### src/rtl/perf_monitor_pkg.sv
// Shared types and constants for the processor performance monitor.
// Event index constants name the ev[] bit of each tracked pipeline event.
package perf_pkg;

  localparam int unsigned PERF_NUM_EVENTS = 6;

  localparam int unsigned EV_RETIRE = 0;
  localparam int unsigned EV_IC_REQ = 1;
  localparam int unsigned EV_IC_HIT = 2;
  localparam int unsigned EV_DC_REQ = 3;
  localparam int unsigned EV_DC_HIT = 4;
  localparam int unsigned EV_STALL  = 5;

  typedef enum logic [1:0] {
    PERF_IDLE   = 2'd0,
    PERF_RUN    = 2'd1,
    PERF_FROZEN = 2'd2
  } perf_state_t;

endpackage

### src/rtl/perf_monitor_if.sv
// Counter read port of the performance monitor: request (en/sel) and
// registered response (valid/data/err).
interface perf_monitor_if #(
  parameter int unsigned CNT_W = 32,
  parameter int unsigned SEL_W = 3
);

  logic             rd_en;
  logic [SEL_W-1:0] rd_sel;
  logic             rd_valid;
  logic [CNT_W-1:0] rd_data;
  logic             rd_err;

  modport master (
    output rd_en,
    output rd_sel,
    input  rd_valid,
    input  rd_data,
    input  rd_err
  );

  modport slave (
    input  rd_en,
    input  rd_sel,
    output rd_valid,
    output rd_data,
    output rd_err
  );

endinterface

### src/rtl/perf_monitor_counter.sv
// One performance counter with sticky overflow flag.
// Build option PERF_SAT_EN: saturate at all-ones instead of wrapping to zero.
module perf_counter #(
  parameter int unsigned CNT_W = 32
) (
  input  logic             clk,
  input  logic             rst,
  input  logic             inc,
  input  logic             clr,
  output logic [CNT_W-1:0] cnt,
  output logic             ovf
);

  logic atMax;

  assign atMax = &cnt;

  // clr wins over inc; an increment at all-ones latches ovf
  always_ff @(posedge clk or negedge rst) begin
    if (!rst) begin
      cnt <= '0;
      ovf <= 1'b0;
    end else if (clr) begin
      cnt <= '0;
      ovf <= 1'b0;
    end else if (inc) begin
      if (atMax) begin
        ovf <= 1'b1;
`ifdef PERF_SAT_EN
        cnt <= cnt;
`else
        cnt <= '0;
`endif
      end else begin
        cnt <= cnt + CNT_W'(1);
      end
    end
  end

endmodule

### src/rtl/perf_monitor.sv
// Performance monitor: run/freeze FSM, NUM_EVENTS event counters plus a cycle
// counter, and a registered read port. Build option PERF_SAT_EN selects saturating counters.
module perf_monitor
  import perf_pkg::*;
#(
  parameter int unsigned NUM_EVENTS = PERF_NUM_EVENTS,
  parameter int unsigned CNT_W      = 32,
  parameter int unsigned SEL_W      = $clog2(NUM_EVENTS + 1)
) (
  input  logic                  clk,
  input  logic                  rst,
  input  logic                  start,
  input  logic                  clear,
  input  logic                  halt,
  input  logic [NUM_EVENTS-1:0] ev,
  perf_monitor_if.slave         rdPort,
  output logic [NUM_EVENTS:0]   ovf,
  output logic                  frozen
);

  localparam int unsigned NUM_CNT = NUM_EVENTS + 1;

  perf_state_t      state;
  perf_state_t      stateNext;
  logic [NUM_CNT-1:0] incVec;
  logic [CNT_W-1:0] cnt [NUM_CNT];
  logic [CNT_W-1:0] rdMux;
  logic             rdErrNext;

  // State register; frozen is registered alongside the state
  always_ff @(posedge clk or negedge rst) begin
    if (!rst) begin
      state  <= PERF_IDLE;
      frozen <= 1'b0;
    end else begin
      state  <= stateNext;
      frozen <= (stateNext == PERF_FROZEN);
    end
  end

  // Next state: clear has priority; halt only matters in RUN
  always_comb begin
    stateNext = state;
    if (clear) begin
      stateNext = PERF_IDLE;
    end else begin
      case (state)
        PERF_IDLE:   if (start) stateNext = PERF_RUN;
        PERF_RUN:    if (halt)  stateNext = PERF_FROZEN;
        PERF_FROZEN: stateNext = PERF_FROZEN;
        default:     stateNext = PERF_IDLE;
      endcase
    end
  end

  // Top counter is the cycle counter; the halt cycle itself is still counted
  always_comb begin
    incVec = '0;
    if (state == PERF_RUN) begin
      incVec = {1'b1, ev};
    end
  end

  for (genvar g = 0; g < NUM_CNT; g++) begin : gCnt
    perf_counter #(
      .CNT_W(CNT_W)
    ) uCnt (
      .clk (clk),
      .rst (rst),
      .inc (incVec[g]),
      .clr (clear),
      .cnt (cnt[g]),
      .ovf (ovf[g])
    );
  end

  // Read mux sees pre-increment values of the request cycle
  always_comb begin
    rdMux     = '0;
    rdErrNext = (rdPort.rd_sel > SEL_W'(NUM_EVENTS));
    for (int unsigned i = 0; i < NUM_CNT; i++) begin
      if (rdPort.rd_sel == SEL_W'(i)) begin
        rdMux = cnt[i];
      end
    end
  end

  always_ff @(posedge clk or negedge rst) begin
    if (!rst) begin
      rdPort.rd_valid <= 1'b0;
      rdPort.rd_data  <= '0;
      rdPort.rd_err   <= 1'b0;
    end else begin
      rdPort.rd_valid <= rdPort.rd_en;
      rdPort.rd_data  <= rdPort.rd_en ? rdMux : '0;
      rdPort.rd_err   <= rdPort.rd_en & rdErrNext;
    end
  end

endmodule

### src/flat_wrapper.sv
// flat-port wrapper written by rule: the top's interface ports become plain ports
module perf_monitor_flat import perf_pkg::*;
#(
  parameter int unsigned NUM_EVENTS = PERF_NUM_EVENTS,
  parameter int unsigned CNT_W      = 32,
  parameter int unsigned SEL_W      = $clog2(NUM_EVENTS + 1)
)
  (clk, rst, start, clear, halt, ev, ovf, frozen, rdPort_rd_en, rdPort_rd_sel, rdPort_rd_valid, rdPort_rd_data, rdPort_rd_err);
  perf_monitor_if #(.CNT_W(CNT_W), .SEL_W(SEL_W)) rdPort_i ();
  input  logic clk;
  input  logic rst;
  input  logic start;
  input  logic clear;
  input  logic halt;
  input  logic [NUM_EVENTS-1:0] ev;
  output logic [NUM_EVENTS:0] ovf;
  output logic frozen;
  input wire logic [$bits(rdPort_i.rd_en)-1:0] rdPort_rd_en;
  input wire logic [$bits(rdPort_i.rd_sel)-1:0] rdPort_rd_sel;
  output wire logic [$bits(rdPort_i.rd_valid)-1:0] rdPort_rd_valid;
  output wire logic [$bits(rdPort_i.rd_data)-1:0] rdPort_rd_data;
  output wire logic [$bits(rdPort_i.rd_err)-1:0] rdPort_rd_err;
  assign rdPort_i.rd_en = rdPort_rd_en;
  assign rdPort_i.rd_sel = rdPort_rd_sel;
  assign rdPort_rd_valid = rdPort_i.rd_valid;
  assign rdPort_rd_data = rdPort_i.rd_data;
  assign rdPort_rd_err = rdPort_i.rd_err;
  perf_monitor #(.NUM_EVENTS(NUM_EVENTS), .CNT_W(CNT_W), .SEL_W(SEL_W)) u_core (.clk(clk), .rst(rst), .start(start), .clear(clear), .halt(halt), .ev(ev), .rdPort(rdPort_i), .ovf(ovf), .frozen(frozen));
endmodule
### config.mk
export PLATFORM = sky130hd
export DESIGN_NAME = perf_monitor_flat
export DESIGN_NICKNAME = d
export VERILOG_FILES = /design/src/rtl/perf_monitor_pkg.sv /design/src/rtl/perf_monitor_if.sv /design/src/rtl/perf_monitor_counter.sv /design/src/rtl/perf_monitor.sv /design/src/flat_wrapper.sv
export SDC_FILE = /design/constraint.sdc
export NUM_CORES = 1
export LEC_CHECK = 0
export ABC_AREA = 1
export CORE_MARGIN = 2
export CORE_UTILIZATION = 50
export DETAILED_ROUTE_END_ITERATION = 6
export MAX_ROUTING_LAYER = met4
export PLACE_DENSITY = 0.7
export SYNTH_ARGS = -nofsm -noshare
export SYNTH_HDL_FRONTEND = slang
export SYNTH_SLANG_ARGS = --single-unit
### constraint.sdc
create_clock -name clk -period 4.7 [get_ports clk]
set_input_delay 0.94 -clock clk [delete_from_list [all_inputs] [get_ports clk]]
set_output_delay 0.94 -clock clk [all_outputs]
set_load 0.01 [all_outputs]
# After elaboration in Yosys (flattened, before gate mapping)

Cells that the tools add are included.

Muxes and demuxes: 55
Equal/unequal tests: 9
$lt $le $gt $ge: 1
Add/subtract/negate cells: 7
Bitwise gates (word level): 1
Reduce and logical (&&, ||, !) cells: 30

Operators with widths:

| kind                                                | count |
|---|---|
| 2-to-1 mux 32 bit                                   | 29 |
| adder 32 x 1 -> 32 bit, second input constant       | 7 |
| AND reduction 32 bit                                | 7 |
| nonzero test 2 bit                                  | 14 |
| 2-to-1 mux 1 bit                                    | 21 |
| AND reduction 2 bit                                 | 7 |
| equality test 3 bit, second input constant          | 3 |
| 2-to-1 mux 7 bit                                    | 1 |
| equality test 3 x 2 -> 1 bit, second input constant | 2 |
| 2-to-1 mux 2 bit                                    | 3 |
| case mux 2 bit (3 select lines)                     | 1 |
| equality test 2 bit, second input constant          | 2 |
| equality test 3 x 1 -> 1 bit, second input constant | 1 |
| > comparator 3 bit, second input constant           | 1 |
| zero test 3 bit                                     | 1 |
| equality test 2 x 1 -> 1 bit, second input constant | 1 |
| zero test 2 bit                                     | 1 |
| bitwise AND 1 bit                                   | 1 |

Output and inout bits: 42
Logic and storage cells: 122
Register bits: 268

# Depth between registers and ports, before layout

Gate-level depths: netlist (run 1).

Word-level depth: 9
Gate-level depth with buffers: 12
Mapped depth without buffers: 11

# By module

From an unflattened synthesis (run 1), not the netlist that was laid out.

Cell total of the unflattened synthesis: 2530
Area total of the unflattened synthesis: 17296.6 um^2

Modules (own cells, without submodules):

| module       | cells each | area each (um^2) | sequential area each (um^2) | times used |
|---|---|---|---|---|
| perf_counter | 272        | 1976.9           | 825.8                       | 7 |
| perf_monitor | 626        | 3458.3           | 925.9                       | 1 |

# Worst setup path after synthesis (run 1)

No wires, ideal clock.

Path type: input to register
Start point: in rdPort_rd_sel[1]
End point: reg u_core.rdPort.rd_data[14]
Path slack: 2.748 ns
Stages: 8
Arrival time: 1.880 ns
Setup time: 0.071 ns
Path buffers: 1
Cell sequence: nor2_2 -> nand2_1 -> buf_2 -> o22ai_1 -> nor2_1 -> nand4_1 -> nand2_1 -> nor2_1

Word-level cells in the longest chain between the ends: 9
Elaborated cells on any way between the ends: 15
Those cells by class: 6 x eq/ne; 8 x mux; 1 x reduce/logical

Ends and longest elaborated chain:

| what                           | line                  | source |
|---|---|---|
| start, declared                | flat_wrapper.sv:19    | `input wire logic [$bits(rdPort_i.rd_sel)-1:0] rdPort_rd_sel;` |
| zero test 3 bit                | perf_monitor.sv:82    | `if (rdPort.rd_sel == SEL_W'(i)) begin` |
| 2-to-1 mux 32 bit (6 in a row) | perf_monitor.sv:82    |  |
| 2-to-1 mux 32 bit (*)          | perf_monitor.sv:82    |  |
| 2-to-1 mux 32 bit (*)          | perf_monitor.sv:95    | `rdPort.rd_data <= rdPort.rd_en ? rdMux : '0;` |
| end signal, assigned           | perf_monitor.sv:95    |  |
| end, declared                  | perf_monitor_if.sv:26 | `output rd_data,` |

Every way passes the cells marked *; elsewhere a longest branch is shown, timed or not.
A chain may end at the register's enable or synchronous reset.

# Worst setup path in the final report (run 1)

Start point: in rdPort_rd_sel[2]
End point: reg u_core.rdPort.rd_data[17]

Same word-level chain as after synthesis.

==> results.md, run 1 <==
* Status: complete, but fails checks
* WP data required at 5.13 ns
* Post-Place Cell Area at 0.0186 mm^2
* Final cycle utilization of the critical path at 0.618
* Failing checks: design-rule violations
* Reg clk slew, reported paths at 0.06 ns
* Worst Hold Class: in -> async
* Initial Utilization at 0.510
* Post-synthesis async set-or-reset flop share at 1.00
* Pleak at 8.47 nW
* Startpoint class of the critical path: input pin
* Sinks on Clock Net at about 270
* Critical path fanouts, max at 25
* Total track usage at 0.388
* CTS Hold Bufs at 0
* Sequential area share after synthesis at 0.379
* Detailed Place HPWL at 52.3 mm
* DR WL/cell at 20.6 um
* Worst setup margin at around 1.8 ns
* CTS tree: built
* Vias in the first global route at 17600
* Clk buf depth at 3
* Htree depth at 2
* # DRC at 4
* Cell Area, Synth at 0.0177 mm^2
* Die area at approximately 0.037 mm^2
* Setup violators final at 0
* Distinct cells, synth at 43
* Most frequent CP cell: inv_1
* EDFF count, synth at 0
* Crit Path Class: in -> reg
* Largest net degree at the start of global routing at approximately 110
* Antenna-violating nets left at 0
* Synthesized area per cell at 6.36 um^2
* CP max stage delay at 0.75 ns
* 1st-iter DRT viols at roughly 2000
* Setup Fix Bufs, Post-CTS at 0
* Io pins at 57
* Clk_skew at 0.0162 ns
* PortBufs at 56
* Via Count at 18700
* Post-CTS Resized at 0
* Critical Path AT at 3.33 ns
* Flops & latches, synth at 268
* Slew headroom at 0.270
* Area Overhead vs Synth at 12.0%
* Clk_lat worst skew at 0.55 ns
* Fmax at 344 MHz
* Die W at 192 um
* Cells after Synth at 2784
* Placer congestion estimate at 1.03
* Die Ht at 192 um
* Setup crit end kind: register
* Ys Warns at 0
* Vias/cell at 5.67
* Row count at between 60 and 70
* Grt ovf at 0
* Core Region at 0.0347 mm^2
* Pre-CTS setup slack at ~1.4 ns
* CP max-delay cell: nand2_1
* Max-Cap Viols at 0
* Worst path cell trace: clkdlybuf4s50_1 > inv_1 > nand2_1 > o22ai_1 > nor2_1 > nand3_1 > o21ai_0 > inv_1
* First-pass GRT wire length at roughly 100 mm
* Setup TNS at 0 ns
* Initial antenna violation count at 2
* Final slew viol count at 0
* CTS Buf Count at 35
* DRT Pass-1 Iters at 7
* Share of layout cells above drive strength 1 at 0.0429
* Mapped Nets at between 2000 and 3000
* Root Driver: clkbuf_16
* Routed wire length at 67.9 mm
* Fin crit period at 2.90 ns
* Maximum VDD drop at 0.000287 V
* Fin area at between 0.015 and 0.02 mm^2
* PD cells at about 300 mW/mm^2
* Worst slew pin tran at 1.09 ns
* RSZ-0062 raised after global routing: false
* Ys flop type: dfrtp_1
* Final hold vios at 0
* Fin nets at 2841
flip-flops by register name (all words and copies together) (netlist names):
register and cells:
u_core.gCnt.uCnt.cnt 224, u_core.rdPort.rd_valid 1, u_core.rdPort.rd_data 32, u_core.rdPort.rd_err 1, u_core.frozen 1, u_core.state 2, u_core.gCnt.uCnt.ovf 7
cells in the final DEF (no fill, tap or decap), types with 3 or more instances in the layout:
| master | synthesis | layout |
|---|---|---|
| nand2_1 | 838 | 838 |
| nor2_1 | 587 | 587 |
| inv_1 | 312 | 312 |
| dfrtp_1 | 268 | 268 |
| nand3_1 | 194 | 194 |
| o21ai_0 | 135 | 135 |
| nor3_1 | 73 | 73 |
| nand4_1 | 70 | 70 |
| a21oi_1 | 64 | 64 |
| clkdlybuf4s50_1 | 0 | 54 |
| xor2_1 | 52 | 52 |
| clkbuf_16 | 0 | 37 |
| o22ai_1 | 28 | 28 |
| buf_4 | 13 | 15 |
| nor2_2 | 11 | 11 |
| inv_2 | 9 | 9 |
| nand2_2 | 9 | 9 |
| clkinv_2 | 2 | 9 |
| clkbuf_8 | 0 | 8 |
| ha_1 | 7 | 7 |
| a21o_1 | 6 | 6 |
| bufinv_16 | 0 | 6 |
| o211ai_1 | 4 | 4 |
| xnor2_1 | 4 | 4 |
| nor4_1 | 3 | 3 |
| and2_1 | 3 | 3 |
| nand2_4 | 3 | 3 |
| o21ai_2 | 3 | 3 |
| nor3b_1 | 3 | 3 |
| nor3_2 | 3 | 3 |
| clkbuf_1 | 23 | 3 |
synth_stat cells (6+ instances only):
library cell | number | area, um^2
buf_4 | 13 | 97.6
o21ai_0 | 135 | 676
nand3_1 | 194 | 971
xor2_1 | 52 | 455
clkbuf_1 | 23 | 86.3
a21oi_1 | 64 | 320
buf_2 | 26 | 130
inv_1 | 312 | 1170
buf_6 | 7 | 78.8
inv_2 | 9 | 33.8
dfrtp_1 | 268 | 6710
o22ai_1 | 28 | 175
nand4_1 | 70 | 438
nor2_2 | 11 | 68.8
nand2_2 | 9 | 56.3
nor2_1 | 587 | 2200
a21o_1 | 6 | 45.0
ha_1 | 7 | 87.6
nand2_1 | 838 | 3150
nor3_1 | 73 | 365
kinds of logic (layout without fill, tap and decap cells):
group | Yosys count | in the layout | share of synthesized area
compound gates | 250 | 250 | 0.0759
xor+xnor | 56 | 56 | 0.0277
fa+ha+maj | 7 | 7 | 0.00495
buf+inv | 399 | 459 | 0.0932
flops | 268 | 268 | 0.379
other cells | 0 | 2 | 0
simple gates | 1804 | 1804 | 0.420
final timing paths:
path	start	end	slack (ns)	cells after the start
max	rdPort_rd_sel[2]	u_core.rdPort.rd_data[17]$_DFF_PN0_	1.80	8
min	rst	u_core.gCnt[0].uCnt.cnt[22]$_DFFE_PN0P_	0.43	1
max reg2reg	u_core.state[0]$_DFF_PN0_	u_core.gCnt[5].uCnt.cnt[19]$_DFFE_PN0P_	2.10	10
min reg2reg	u_core.gCnt[2].uCnt.ovf$_DFFE_PN0P_	u_core.gCnt[2].uCnt.ovf$_DFFE_PN0P_	0.49	2
max in group asynchronous	rst	u_core.gCnt[6].uCnt.cnt[5]$_DFFE_PN0P_	3.19	2
min in group clk	u_core.gCnt[2].uCnt.ovf$_DFFE_PN0P_	u_core.gCnt[2].uCnt.ovf$_DFFE_PN0P_	0.49	2
power by group:
| part | switching, mW | total, mW | internal [mW] |
|---|---|---|---|
| Clock | 1.10 | 2.99 | 1.89 |
| Sequential | 0.0670 | 2.42 | 2.36 |
| Combinational | 0.339 | 0.453 | 0.114 |
| Total | 1.51 | 5.87 | 4.36 |
metrics by stage:
step | cells | util | hold slack (ns) | power [mW]
after floorplan | 2784 | - | 0.466 | 2.69
after global placement | 3237 | 0.535 | 0.478 | 2.91
after detailed placement | 3237 | 0.535 | 0.487 | 2.91
after CTS | 3299 | 0.571 | 0.499 | 5.88
after global routing | 3301 | 0.571 | 0.523 | 6.03
final | 3301 | 0.571 | 0.428 | 5.87
area by class of cell:
| type | count | area [um^2] |
|---|---|---|
| clock buffer | 48 | 1050 |
| sequential | 268 | 6710 |
| tap | 455 | 569 |
| multi-input combinational | 2117 | 9350 |
| clock inverter | 14 | 223 |
| fill | 3496 | 14900 |
| antenna | 2 | 5.00 |
| timing repair buffer | 73 | 713 |
| inverter | 324 | 1220 |
critical path, delay by kind of cell:
family	cells	cell delay (ns)
AOI/OAI and AO/OA	2	0.36
and+or+nand+nor	3	1.08
buffers and inverters	3	0.94
metal layers:
metal  part of all wire  vias up  GRT usage  wire length (um)
li1                   -     8852          -                 -
met1               0.42     8915      0.511             28800
met2               0.44      798      0.590             30200
met3              0.082      143     0.0658              5560
met4              0.049        0      0.167              3360
met5                  0        -          -                 0
No activity file was read; power rests on OpenSTA's default activity.
==> run 2, diff against run 1 <==
==> constraint.sdc (replaced) <==
create_clock -name clk -period 2.8 [get_ports clk]
set_input_delay 0.56 -clock clk [delete_from_list [all_inputs] [get_ports clk]]
set_output_delay 0.56 -clock clk [all_outputs]
set_load 0.01 [all_outputs]
==> run 2 against run 1 <==
The run now ends clean. Clock power increased by 72%. Worst hold slack improved by 0.066 ns. Setup slack got worse by 1.4 ns. Sequential power increased by 67%. Via count decreased by 1.2%. First-iteration DRC count increased by 4.0%.
==> results.md, run 2 (synthesis results as in run 1) <==
* # DRC at 0
* Die area at 0.0369 mm^2
* Clk_lat worst skew at 0.56 ns
* PD cells at 495 mW/mm^2
* Worst Hold Class: reg -> reg
* Io pins at 57
* Finished Layout Cells at 3328
* WP data required at 3.23 ns
* Total track usage at 0.368
* Critical path fanouts, max at 11
* Final slew viol count at 0
* Status: finished clean
* Placed Instances at ~3300
* Final cycle utilization of the critical path at 0.850
* Fin crit period at 2.38 ns
* PortBufs at 56
* Vias in the first global route at 17100
* Die Ht at 192 um
* Clk_skew at 0.0228 ns
* DR WL/cell at approximately 20 um
* Utilization after layout at 0.580
* Share of layout cells above drive strength 1 at 0.0516
* Area Overhead vs Synth at 13.7%
* Core Region at 0.0347 mm^2
* Detailed Place HPWL at 50.3 mm
* Critical Path AT at 2.81 ns
* Sinks on Clock Net at between 200 and 300
* Startpoint class of the critical path: register
* Worst slew pin tran at 0.794 ns
* Post-CTS Resized at 0
* First-pass GRT wire length at between 90 and 100 mm
* Grt ovf at 0
* Filler Cells Inserted at 3431
* Max reg flops at approximately 220
* Worst setup margin at 0.420 ns
* Fmax at 420 MHz
* Final hold vios at 0
* RSZ-0062 raised after global routing: false
* Pleak at 8.63 nW
* CTS tree: built
* Routed wire length at about 65 mm
* Initial Utilization at 0.510
* 1st-iter DRT viols at 2059
* Most frequent cells in the layout: 838 x nand2_1, 587 x nor2_1, 312 x inv_1
* Crit Path Class: reg -> reg
* CTS Buf Count at 34
* Setup crit end kind: register
* Root Driver: clkbuf_16
* Placer congestion estimate at 1.04
* Max-Cap Viols at 0
* Slew headroom at 0.466
* DRT Pass-1 Iters at 6
* Largest net degree at the start of global routing at 59
* Reg clk slew, reported paths at 0.06 ns
* Initial antenna violation count at 3
* Commonest non-fill, non-tap cell in the layout: nand2_1
* Row count at 68
* Antenna-violating nets left at 0
* Via Count at 18500
* Design Power at roughly 10 mW
* Htree depth at 2
* Setup violators final at 0
* Reg with most FFs: u_core.gCnt.uCnt.cnt
* Die W at between 150 and 200 um
* Maximum VDD drop at 0.000485 V
* Vias/cell at approximately 5.6
* Largest regs: u_core.gCnt.uCnt.cnt x224, u_core.rdPort.rd_data x32, u_core.gCnt.uCnt.ovf x7
* Fin nets at roughly 2900
* Setup TNS at 0 ns
* Pre-CTS setup slack at 0.137 ns
* Clk buf depth at 3
==> run 2: metal layers <==
metal  part of all wire  GRT usage
met1               0.45      0.510
met2               0.45      0.552
met3              0.074     0.0530
met4              0.031      0.128
met5                  0          -
==> run 2: cell type report <==
cell class,count,area [um^2],area share
tap,455,569,0.0283
timing repair buffer,101,976,0.0485
clock inverter,15,282,0.0140
sequential,268,6710,0.333
antenna,3,7.51,0.000373
clock buffer,45,1020,0.0505
inverter,324,1220,0.0608
multi-input combinational,2117,9350,0.464
==> run 2: worst max-delay path, cell delays in order (launching register included) <==
cell     delay (ns)
dfrtp_1        0.43
ha_1           0.22
nand2_1        0.07
nor2_1         0.16
nand2_1        0.20
nor2_1         0.15
nand2_1        0.16
nand2_1        0.13
nand2_1        0.12
inv_1          0.30
buf_4          0.26
nor3_1         0.07
==> run 2: what timing repair did <==
action / CTS / global route
hold endpoints to repair: 11 / 0
hold buffers: 1 / 0
setup buffers: 0 / 0
endpoints found under the setup margin: 0 / 0
==> run 2: worst paths after layout <==
check / startpoint / end / slack (ns) / cells past startpoint
max in group asynchronous: rst / u_core.rdPort.rd_data[22]$_DFF_PN0_ / 1.43 / 3
max: u_core.gCnt[0].uCnt.cnt[0]$_DFFE_PN0P_ / u_core.gCnt[0].uCnt.cnt[6]$_DFFE_PN0P_ / 0.42 / 11
min reg2reg: u_core.gCnt[5].uCnt.ovf$_DFFE_PN0P_ / u_core.gCnt[5].uCnt.ovf$_DFFE_PN0P_ / 0.49 / 2
min in group asynchronous: rst / u_core.gCnt[0].uCnt.ovf$_DFFE_PN0P_ / 0.54 / 2
min: u_core.gCnt[5].uCnt.ovf$_DFFE_PN0P_ / u_core.gCnt[5].uCnt.ovf$_DFFE_PN0P_ / 0.49 / 2
max reg2reg: u_core.gCnt[0].uCnt.cnt[0]$_DFFE_PN0P_ / u_core.gCnt[0].uCnt.cnt[6]$_DFFE_PN0P_ / 0.42 / 11
==> run 2: metrics by stage <==
step / area (um^2) / hold slack, ns
6_report: 20100 / 0.494
4_1_cts: 20100 / 0.501
5_1_grt: 20100 / 0.526
2_1_floorplan: 17700 / 0.264
3_3_place_gp: 18800 / 0.476
3_5_place_dp: 18800 / 0.489
==> run 2: where the power goes <==
| part | internal (mW) | switching [mW] |
|---|---|---|
| sequential | 3.96 | 0.0947 |
| combinational | 0.225 | 0.564 |
| clock | 3.29 | 1.84 |
